<file path="config.mk">
export PLATFORM = sky130hd
export DESIGN_NAME = cmd_sched
export DESIGN_NICKNAME = d
export VERILOG_FILES = /design/src/rtl/cmd_sched.sv
export SDC_FILE = /design/constraint.sdc
export NUM_CORES = 1
export LEC_CHECK = 0
export ABC_AREA = 1
export CAP_MARGIN = 10
export CORE_ASPECT_RATIO = 0.8
export CORE_UTILIZATION = 32
export CTS_CLUSTER_DIAMETER = 120
export CTS_CLUSTER_SIZE = 12
export DETAILED_ROUTE_END_ITERATION = 6
export PLACE_DENSITY_LB_ADDON = 0.12
export SETUP_SLACK_MARGIN = 0.4
export SLEW_MARGIN = 20
export SYNTH_ARGS = -nofsm -noshare
export SYNTH_HDL_FRONTEND = slang
export SYNTH_SLANG_ARGS = --single-unit
</file>
<file path="constraint.sdc">
create_clock -name clk -period 4 [get_ports clk]
set_input_delay 0.6 -clock clk [delete_from_list [all_inputs] [get_ports clk]]
set_output_delay 0.6 -clock clk [all_outputs]
set_load 0.02 [all_outputs]
</file>
<file path="src/rtl/cmd_sched.sv">
// -----------------------------------------------------------------------------
// cmd_sched
//
// Sequences one command packet at a time through an external packet parser.
// When enabled and the command FIFO holds at least one full packet, it starts
// the parser. It then waits for done or error, or gives up after a timeout.
// A good packet is handed downstream as a one-cycle config strobe once the
// consumer is ready. A failed packet resets the parser and flushes the FIFO.
//
// Every output is a flop. Outputs that follow the state are loaded from the
// next-state decode, so they line up with the state register cycle for cycle.
// cfg_stb and pkt_cnt update on the same edge that leaves APPLY.
//
// Ports
//   clk        in   1  clock, rising edge
//   rst        in   1  asynchronous reset, active low
//   en         in   1  allows new packets to be started
//   fifoc_cnt  in   8  bytes currently held in the command FIFO
//   fifoc_clr  out  1  one-cycle FIFO flush pulse (FLUSH state)
//   parse_fs   out  1  parser start level (START and WAIT)
//   parse_fd   in   1  parser done level
//   parse_err  in   1  parser sticky error level
//   parse_rst  out  1  parser reset (FAIL state, and while rst is low)
//   cfg_rdy    in   1  downstream can accept new configuration
//   cfg_stb    out  1  one-cycle pulse: apply parser config registers
//   pkt_cnt    out  8  good packets applied, saturating at 255
//   err_cnt    out  8  failed packets (error or timeout), saturating at 255
//   busy       out  1  high in every state except IDLE
//   so         out  4  current state encoding, for debug
// -----------------------------------------------------------------------------
module cmd_sched #(
    parameter int PKT_LEN = 12,
    parameter int TMO_CYC = 64,
    parameter int RST_CYC = 2
) (
    input  logic       clk,
    input  logic       rst,
    input  logic       en,
    input  logic [7:0] fifoc_cnt,
    output logic       fifoc_clr,
    output logic       parse_fs,
    input  logic       parse_fd,
    input  logic       parse_err,
    output logic       parse_rst,
    input  logic       cfg_rdy,
    output logic       cfg_stb,
    output logic [7:0] pkt_cnt,
    output logic [7:0] err_cnt,
    output logic       busy,
    output logic [3:0] so
);

    localparam logic [7:0]  PKT_LEN_B = 8'(PKT_LEN);
    localparam logic [15:0] TMO_LAST  = 16'(TMO_CYC - 1);
    localparam logic [15:0] RST_LAST  = 16'(RST_CYC - 1);

    typedef enum logic [2:0] {
        S_IDLE  = 3'd0,
        S_START = 3'd1,
        S_WAIT  = 3'd2,
        S_DROP  = 3'd3,
        S_APPLY = 3'd4,
        S_FAIL  = 3'd5,
        S_FLUSH = 3'd6
    } state_t;

    state_t      state;
    state_t      state_nxt;
    logic [15:0] tmo_cnt;
    logic [15:0] rst_cnt;
    logic        apply_fire;
    logic        fail_entry;

    // Saturating event counter increment: holds at 255 instead of wrapping.
    function automatic logic [7:0] sat_inc(input logic [7:0] v);
        return (v == 8'hFF) ? v : v + 8'd1;
    endfunction

    assign apply_fire = (state == S_APPLY) && cfg_rdy;
    assign fail_entry = (state_nxt == S_FAIL) && (state != S_FAIL);

    // Next-state decode
    always_comb begin
        state_nxt = state;
        case (state)
            S_IDLE:  if (en && (fifoc_cnt >= PKT_LEN_B)) state_nxt = S_START;
            S_START: state_nxt = S_WAIT;
            S_WAIT: begin
                // An error beats a simultaneous done.
                if (parse_err)                 state_nxt = S_FAIL;
                else if (parse_fd)             state_nxt = S_DROP;
                else if (tmo_cnt == TMO_LAST)  state_nxt = S_FAIL;
            end
            // Wait for the parser to drop done so it cannot be seen again.
            S_DROP:  if (!parse_fd) state_nxt = S_APPLY;
            S_APPLY: if (cfg_rdy)   state_nxt = S_IDLE;
            S_FAIL:  if (rst_cnt == RST_LAST) state_nxt = S_FLUSH;
            S_FLUSH: state_nxt = S_IDLE;
            default: state_nxt = S_IDLE;
        endcase
    end

    // State register, cycle counters and registered outputs
    always_ff @(posedge clk or negedge rst) begin
        if (!rst) begin
            state     <= S_IDLE;
            tmo_cnt   <= 16'd0;
            rst_cnt   <= 16'd0;
            parse_fs  <= 1'b0;
            parse_rst <= 1'b1;
            fifoc_clr <= 1'b0;
            cfg_stb   <= 1'b0;
            pkt_cnt   <= 8'd0;
            err_cnt   <= 8'd0;
            busy      <= 1'b0;
            so        <= 4'd0;
        end else begin
            state <= state_nxt;

            // Both counters restart from 0 on entry and read 0 outside their state.
            tmo_cnt <= ((state == S_WAIT) && (state_nxt == S_WAIT)) ? tmo_cnt + 16'd1 : 16'd0;
            rst_cnt <= ((state == S_FAIL) && (state_nxt == S_FAIL)) ? rst_cnt + 16'd1 : 16'd0;

            parse_fs  <= (state_nxt == S_START) || (state_nxt == S_WAIT);
            parse_rst <= (state_nxt == S_FAIL);
            fifoc_clr <= (state_nxt == S_FLUSH);
            busy      <= (state_nxt != S_IDLE);
            so        <= {1'b0, state_nxt};

            cfg_stb <= apply_fire;
            if (apply_fire) pkt_cnt <= sat_inc(pkt_cnt);
            if (fail_entry) err_cnt <= sat_inc(err_cnt);
        end
    end

endmodule

</file>
==> flow_metrics.env, run 1 <==
export IMPL_status="finished, final reports clean"
export IMPL_worstMarginPinSlew_ns=0.609
export IMPL_routabilityCongestion=0.783
export IMPL_cts_buffers_inserted=5
export IMPL_wl_um=6500
export IMPL_rsz0062_at_grt="no"
export IMPL_critPathLaunchType="flip-flop"
export IMPL_ys_types=34
export IMPL_area_growth_pct=19.2
export IMPL_synthAdderAreaFrac_pct=2.00
export IMPL_synth_area_um2=3130
export IMPL_synthArstFlopShare_pct=100
export IMPL_die_w_um=113
export IMPL_p_per_area_nw_per_um2=470
export IMPL_cts_sinks=56
export IMPL_synth_top_family_by_area="simple AND/OR/NAND/NOR gates"
export IMPL_cp_end_kind="flip-flop"
export IMPL_finalNetCount=432
export IMPL_syn_nets=396
export IMPL_synthCells=377
export IMPL_skew_ns=0.00612
export IMPL_clkTransAtPathRegs_ns=0.07
export IMPL_path_buf_inv=1
export IMPL_cts_tree="built"
export IMPL_coreArea_um2=9270
export IMPL_clockRootBuffer="clkbuf_16"
export IMPL_yosysWarnings=0
export IMPL_ys_ff_latch=56
export IMPL_grt_use_total_pct=14.0
export IMPL_fin_cells=529
export IMPL_start_util_pct=33.8
export IMPL_use_met1_pct=20.8
export IMPL_min_period_ns=2.09
export IMPL_grt_max_degree=32
export IMPL_synth_simple_gate_area_share_pct=34.9
export IMPL_place_hpwl_um=4670
export IMPL_ctsResizeCount=0
export IMPL_grt_first_pass_wirelength_um=11400
export IMPL_max_freq_mhz=478
export IMPL_drc=0
export IMPL_finalHoldViolations=0
export IMPL_path_max_fanout=11
export IMPL_avgSynthCellArea_um2=8.31
export IMPL_hp_class="primary input to async pin"
export IMPL_grt_util_met3_pct=3.15
export IMPL_die_area_um2=10200
export IMPL_synth_seq_area_share_pct=44.8
export IMPL_crit_top_cell="nand2_1"
export IMPL_firstDrtPassIters=4
export IMPL_peakVddDrop_v=0.000260
export IMPL_htreeDepth=2
export IMPL_clk_path_buf_depth=2
export IMPL_min_period_over_period_pct=52.3
export IMPL_path_cells="ha_1 > nand3_1 > nor2_1 > nand2_1 > nand2_1 > nand2_1 > nand2_1 > nand3_1 > inv_1 > nand2_1 > o21ai_0"
export IMPL_antenna_cells=0
export IMPL_busiest_layer="met1"
export IMPL_path_delay_family="simple AND/OR/NAND/NOR gates"
export IMPL_critPathMaxStageDelay_ns=0.37
export IMPL_row_count=31
export IMPL_antenna_found_initial=0
export IMPL_portBuffers=35
export IMPL_ant_nets=0
export IMPL_synth_compound_area_share_pct=3.00
export IMPL_ioPinCount=39
export IMPL_setup_tns_ns=0
export IMPL_synth_ff_type="dfrtp_1"
export IMPL_p_leak_uw=0.00155
export IMPL_vias=2450
export IMPL_synth_mux_area_fraction_pct=0
export IMPL_cp_data_required_time_ns=4.22
export IMPL_critPathKind="flip-flop to flip-flop"
export IMPL_vias_per_cell=4.63
export IMPL_grtUsageMet2_pct=19.9
export IMPL_layout_drive_gt1_share_pct=10.4
export IMPL_arrival_ns=2.31
export IMPL_die_h_um=90.5
export IMPL_maxCapViolCount=0
export IMPL_crit_path_top_delay_cell="dfrtp_1"
export IMPL_yosys_area_share_xor_xnor_pct=7.83
export IMPL_grt_overflow=0
export IMPL_cts_setup_buffers=0
export IMPL_drt_iter0_markers=70
export IMPL_hold_buffers=0
export IMPL_setup_viol=0
export IMPL_wire_per_inst_um=12.3
export IMPL_relSlewSlack_pct=59.4
export IMPL_first_global_vias=2334
export IMPL_synth_edff_count=0
export IMPL_clock_latency_ns=0.30
export IMPL_dp_cells=521
export IMPL_slew_viol_final=0
==> cell usage after synthesis (all sizes together), types with 2 or more instances <==
cell | count | area share, %
dfrtp | 55 | 44
ha | 5 | 2.0
nand3 | 33 | 5.7
buf | 6 | 1.9
inv | 45 | 5.4
nor3b | 3 | 0.72
nor4 | 7 | 1.6
a21oi | 8 | 1.4
nand4 | 9 | 1.8
nor3 | 20 | 3.5
nand2 | 75 | 9.7
o21ai | 7 | 1.1
xor2 | 18 | 5.0
nor2 | 69 | 11
xnor2 | 10 | 2.8
o21bai | 2 | 0.48
==> final cells by class <==
| cell class | count | area, µm² |
|---|---|---|
| fillers | 934 | 5540 |
| flip-flops and latches | 56 | 1400 |
| inverters | 45 | 169 |
| multi-input cells | 269 | 1500 |
| clock buffers | 5 | 125 |
| well taps | 115 | 144 |
| repair buffers | 36 | 353 |
| clock inverters | 3 | 42.5 |
==> logic make-up after synthesis <==
kind of cell | after synthesis
other | 1
xor gates and xnor gates | 28
AOI/OAI and AO/OA | 17
DFF | 56
adders and majority gates | 5
and+or+nand+nor | 218
buffers and inverters | 52
==> per-layer routing <==
metal	up-vias	part of all wire, %
li1	1271	-
met1	1134	54
met2	38	41
met3	7	3.6
met4	0	1.4
met5	-	0
==> path summary, 6_finish.rpt <==
kind                                  from  depth (start not counted)    endpoint  slack [ns]
worst min-delay path                   rst                          1  rst_cnt[5]        0.30
max in group asynchronous              rst                          2   parse_rst        2.82
worst max register to register  tmo_cnt[0]                         11  err_cnt[3]        1.91
worst max-delay path            tmo_cnt[0]                         11  err_cnt[3]        1.91
min in group clk                tmo_cnt[0]                          1  tmo_cnt[0]        0.46
worst min register to register  tmo_cnt[0]                          1  tmo_cnt[0]        0.46
==> where the power goes <==
part           switching (µW)  internal (µW)
clock network             212            295
logic                     309            221
registers                81.0            639
total                     602           1150
==> layout by cell type, fill, tap and decap left out <==
| master | n |
|---|---|
| a21oi_2 | 1 |
| dfstp_2 | 1 |
| or2_2 | 1 |
| clkdlybuf4s50_1 | 34 |
| nand4_1 | 9 |
| xor2_1 | 18 |
| clkinvlp_4 | 1 |
| buf_2 | 1 |
| clkinv_2 | 1 |
| o21ai_0 | 3 |
| nor3_1 | 18 |
| inv_1 | 42 |
| nor4_2 | 1 |
| or3_1 | 1 |
| nand2_1 | 70 |
| nand3_4 | 1 |
| dfrtp_1 | 55 |
| clkbuf_16 | 5 |
| nor3_2 | 2 |
| nor3b_1 | 3 |
| xnor2_1 | 10 |
| nand3_1 | 32 |
| nor2_2 | 7 |
| o21bai_1 | 2 |
| nor2_4 | 11 |
| nor4_1 | 6 |
| o21ai_1 | 4 |
| ha_1 | 5 |
| a21oi_1 | 7 |
| bufinv_16 | 1 |
| nand2_4 | 2 |
| buf_4 | 1 |
| conb_1 | 1 |
| nand2_2 | 3 |
| inv_2 | 3 |
| nor2_1 | 51 |
==> registers in the layout, summed over array words and instances, names as in the netlist, 3 cells and up <==
| name | flops |
|---|---|
| pkt_cnt | 8 |
| err_cnt | 8 |
| so | 3 |
| tmo_cnt | 16 |
| rst_cnt | 16 |
==> per-stage QoR <==
stage | power, µW | utilization [%] | hold slack, ns | worst slack, ns | instance area (µm²)
global placement | 1260 | 38.5 | 0.460 | 1.74 | 3570
detailed placement | 1270 | 38.5 | 0.455 | 1.71 | 3570
CTS | 1780 | 40.3 | 0.340 | 1.88 | 3730
floorplan | 1050 | - | 0.304 | 2.30 | 3130
global route | 1870 | 40.3 | 0.370 | 1.64 | 3730
finish | 1760 | 40.3 | 0.304 | 1.91 | 3730
(Power assumes the default switching activity.)
==> run 2, diff against run 1 <==
Clock period 4 ns to 1.82 ns, I/O delays scaled along.
==> run 2 against run 1 <==
Effect of this change: register-to-register slack worse by 1.8 ns; final area is 17% higher; first-iteration DRC count shrank 39%; utilization up 7.0 points; global-route usage is 1.5 points higher; total power grew 130%; wire length grew 13%; clock power up 97%; non-clock buffer count up 42; critical path depth rose by 2; sequential share of layout area down 5.2 points.
==> flow_metrics.env, run 2 (synthesis gave the netlist of run 1 again) <==
export IMPL_grt_use_total_pct=15.5
export IMPL_setup_viol=0
export IMPL_cp_end_kind="flip-flop"
export IMPL_final_cell_mix="64 x nand2_1, 45 x dfrtp_1, 38 x inv_1, 35 x nor2_1, 33 x buf_4"
export IMPL_grt_max_degree=32
export IMPL_wire_per_inst_um=12.9
export IMPL_finalHoldViolations=0
export IMPL_clk_path_buf_depth=2
export IMPL_place_hpwl_um=4760
export IMPL_status="finished, final reports clean"
export IMPL_vias=2655
export IMPL_routabilityCongestion=0.823
export IMPL_first_global_vias=2560
export IMPL_p_comb_share_pct=36.1
export IMPL_clockRootBuffer="clkbuf_16"
export IMPL_min_period_ns=1.69
export IMPL_min_period_over_period_pct=92.9
export IMPL_grt_overflow=0
export IMPL_critPathLaunchType="flip-flop"
export IMPL_postLayoutCellArea_um2=4380
export IMPL_fin_cells=571
export IMPL_htreeDepth=2
export IMPL_rsz0062_at_grt="yes"
export IMPL_antenna_cells=0
export IMPL_die_w_um=113
export IMPL_skew_ns=0.00596
export IMPL_setup_tns_ns=0
export IMPL_p_sw_uw=1490
export IMPL_die_h_um=90.5
export IMPL_clkTransAtPathRegs_ns=0.08
export IMPL_critPathKind="flip-flop to flip-flop"
export IMPL_maxCapViolCount=0
export IMPL_hold_slack_ns=0.433
export IMPL_cts_tree="built"
export IMPL_swShare_pct=36.6
export IMPL_peakVddDrop_v=0.000666
export IMPL_fillers=898
export IMPL_finalNetCount=474
export IMPL_die_area_um2=10200
export IMPL_wl_um=7360
export IMPL_dp_cells=536
export IMPL_ant_nets=0
export IMPL_drc=0
export IMPL_clock_latency_ns=0.30
export IMPL_start_util_pct=33.8
export IMPL_placed_cell_area_um2=3740
export IMPL_cts_sinks=56
export IMPL_firstDrtPassIters=4
export IMPL_drt_iter0_markers=43
export IMPL_row_count=31
export IMPL_internal_power_uw=2580
export IMPL_cp_data_required_time_ns=2.06
export IMPL_vias_per_cell=4.65
export IMPL_max_freq_mhz=591
export IMPL_antenna_found_initial=0
export IMPL_reg2reg_slack_ns=0.13
export IMPL_ioPinCount=39
export IMPL_top_regs="rst_cnt x16, tmo_cnt x16"
export IMPL_seq_power_share_pct=39.4
export IMPL_layout_commonest_cell="nand2_1"
export IMPL_p_leak_uw=0.00191
export IMPL_area_growth_pct=39.7
export IMPL_grt_first_pass_wirelength_um=12600
export IMPL_cts_buffers_inserted=5
export IMPL_path_max_fanout=8
export IMPL_arrival_ns=1.93
export IMPL_clkPwrFrac_pct=24.5
export IMPL_p_per_area_nw_per_um2=928
export IMPL_portBuffers=35
export IMPL_slew_viol_final=0
export IMPL_hp_class="primary input to async pin"
export IMPL_coreArea_um2=9270
export IMPL_layout_drive_gt1_share_pct=32.0
run 2: cell count changes in the layout (fill, tap and decap cells not counted), sizes merged:
cell and delta:
buf +40, bufbuf +1, bufinv -1, clkbuf +3
clkdlybuf4s15 +1, clkdlybuf4s50 -24, clkinvlp +1, dlygate4sd2 +20
dlygate4sd3 +1
run 2: path summary, 6_finish.rpt:
check	end	startpoint	cells after the start
min in group clk	err_cnt[0]	err_cnt[0]	1
min	rst_cnt[1]	rst	2
max reg2reg	tmo_cnt[4]	rst_cnt[1]	13
max in group asynchronous	parse_rst	rst	3
min reg2reg	err_cnt[0]	err_cnt[0]	1
max	tmo_cnt[4]	rst_cnt[1]	13
run 2: power by group through the flow:
stage	logic (µW)	registers (µW)	clock network, µW
after floorplan	579	1770	0
after global placement	1240	1630	0
after detailed placement	1240	1620	0
after CTS	1370	1600	1030
after global routing	1610	1630	1080
final	1470	1600	996
run 2: per-layer routing:
layer / vias to the layer above / GRT usage, % / share of wire (%)
met4: 0 / 4.44 / 1.1
met5: - / 0 / 0
met1: 1243 / 22.5 / 51
li1: 1363 / - / -
met2: 42 / 23.0 / 44
met3: 7 / 3.29 / 3.5
run 2: repair_timing:
| item | 4_1_cts | 5_1_grt |
|---|---|---|
| gates resized for setup | 65 | 40 |
| setup endpoints to repair | 71 | 61 |
| pin swaps | 6 | 19 |
| hold endpoints to repair | 11 | 0 |
| hold buffers | 1 | 0 |
| setup buffers | 13 | 11 |
| gates cloned | 2 | 0 |
run 2: cell type report:
class / instances / area [µm²] / area share, %
flip-flops and latches: 56 / 1420 / 32.3
repair buffers: 78 / 728 / 16.6
inverters: 45 / 171 / 3.92
clock buffers: 5 / 125 / 2.86
multi-input cells: 269 / 1770 / 40.4
clock inverters: 3 / 23.8 / 0.543
well taps: 115 / 144 / 3.29
run 2: per-stage QoR:
step	setup slack [ns]	total power [µW]	utilization [%]
5_1_grt	0.00600	4320	47.2
6_report	0.128	4060	47.2
2_1_floorplan	0.256	2350	-
3_3_place_gp	0.0808	2870	40.4
4_1_cts	0.133	4000	45.0
3_5_place_dp	0.0506	2860	40.4
run 2: worst max-delay path, stage by stage, from the launching register on:
cell and delay, ns:
dfrtp_1 0.38, inv_1 0.06, ha_2 0.19, inv_2 0.04, nor2_2 0.08, nand2_1 0.06
nor2_2 0.10, nand2_2 0.10, nand2_4 0.09, nand2_4 0.05, nor2_4 0.10, nand3_4 0.12
buf_16 0.19, nor2_4 0.07
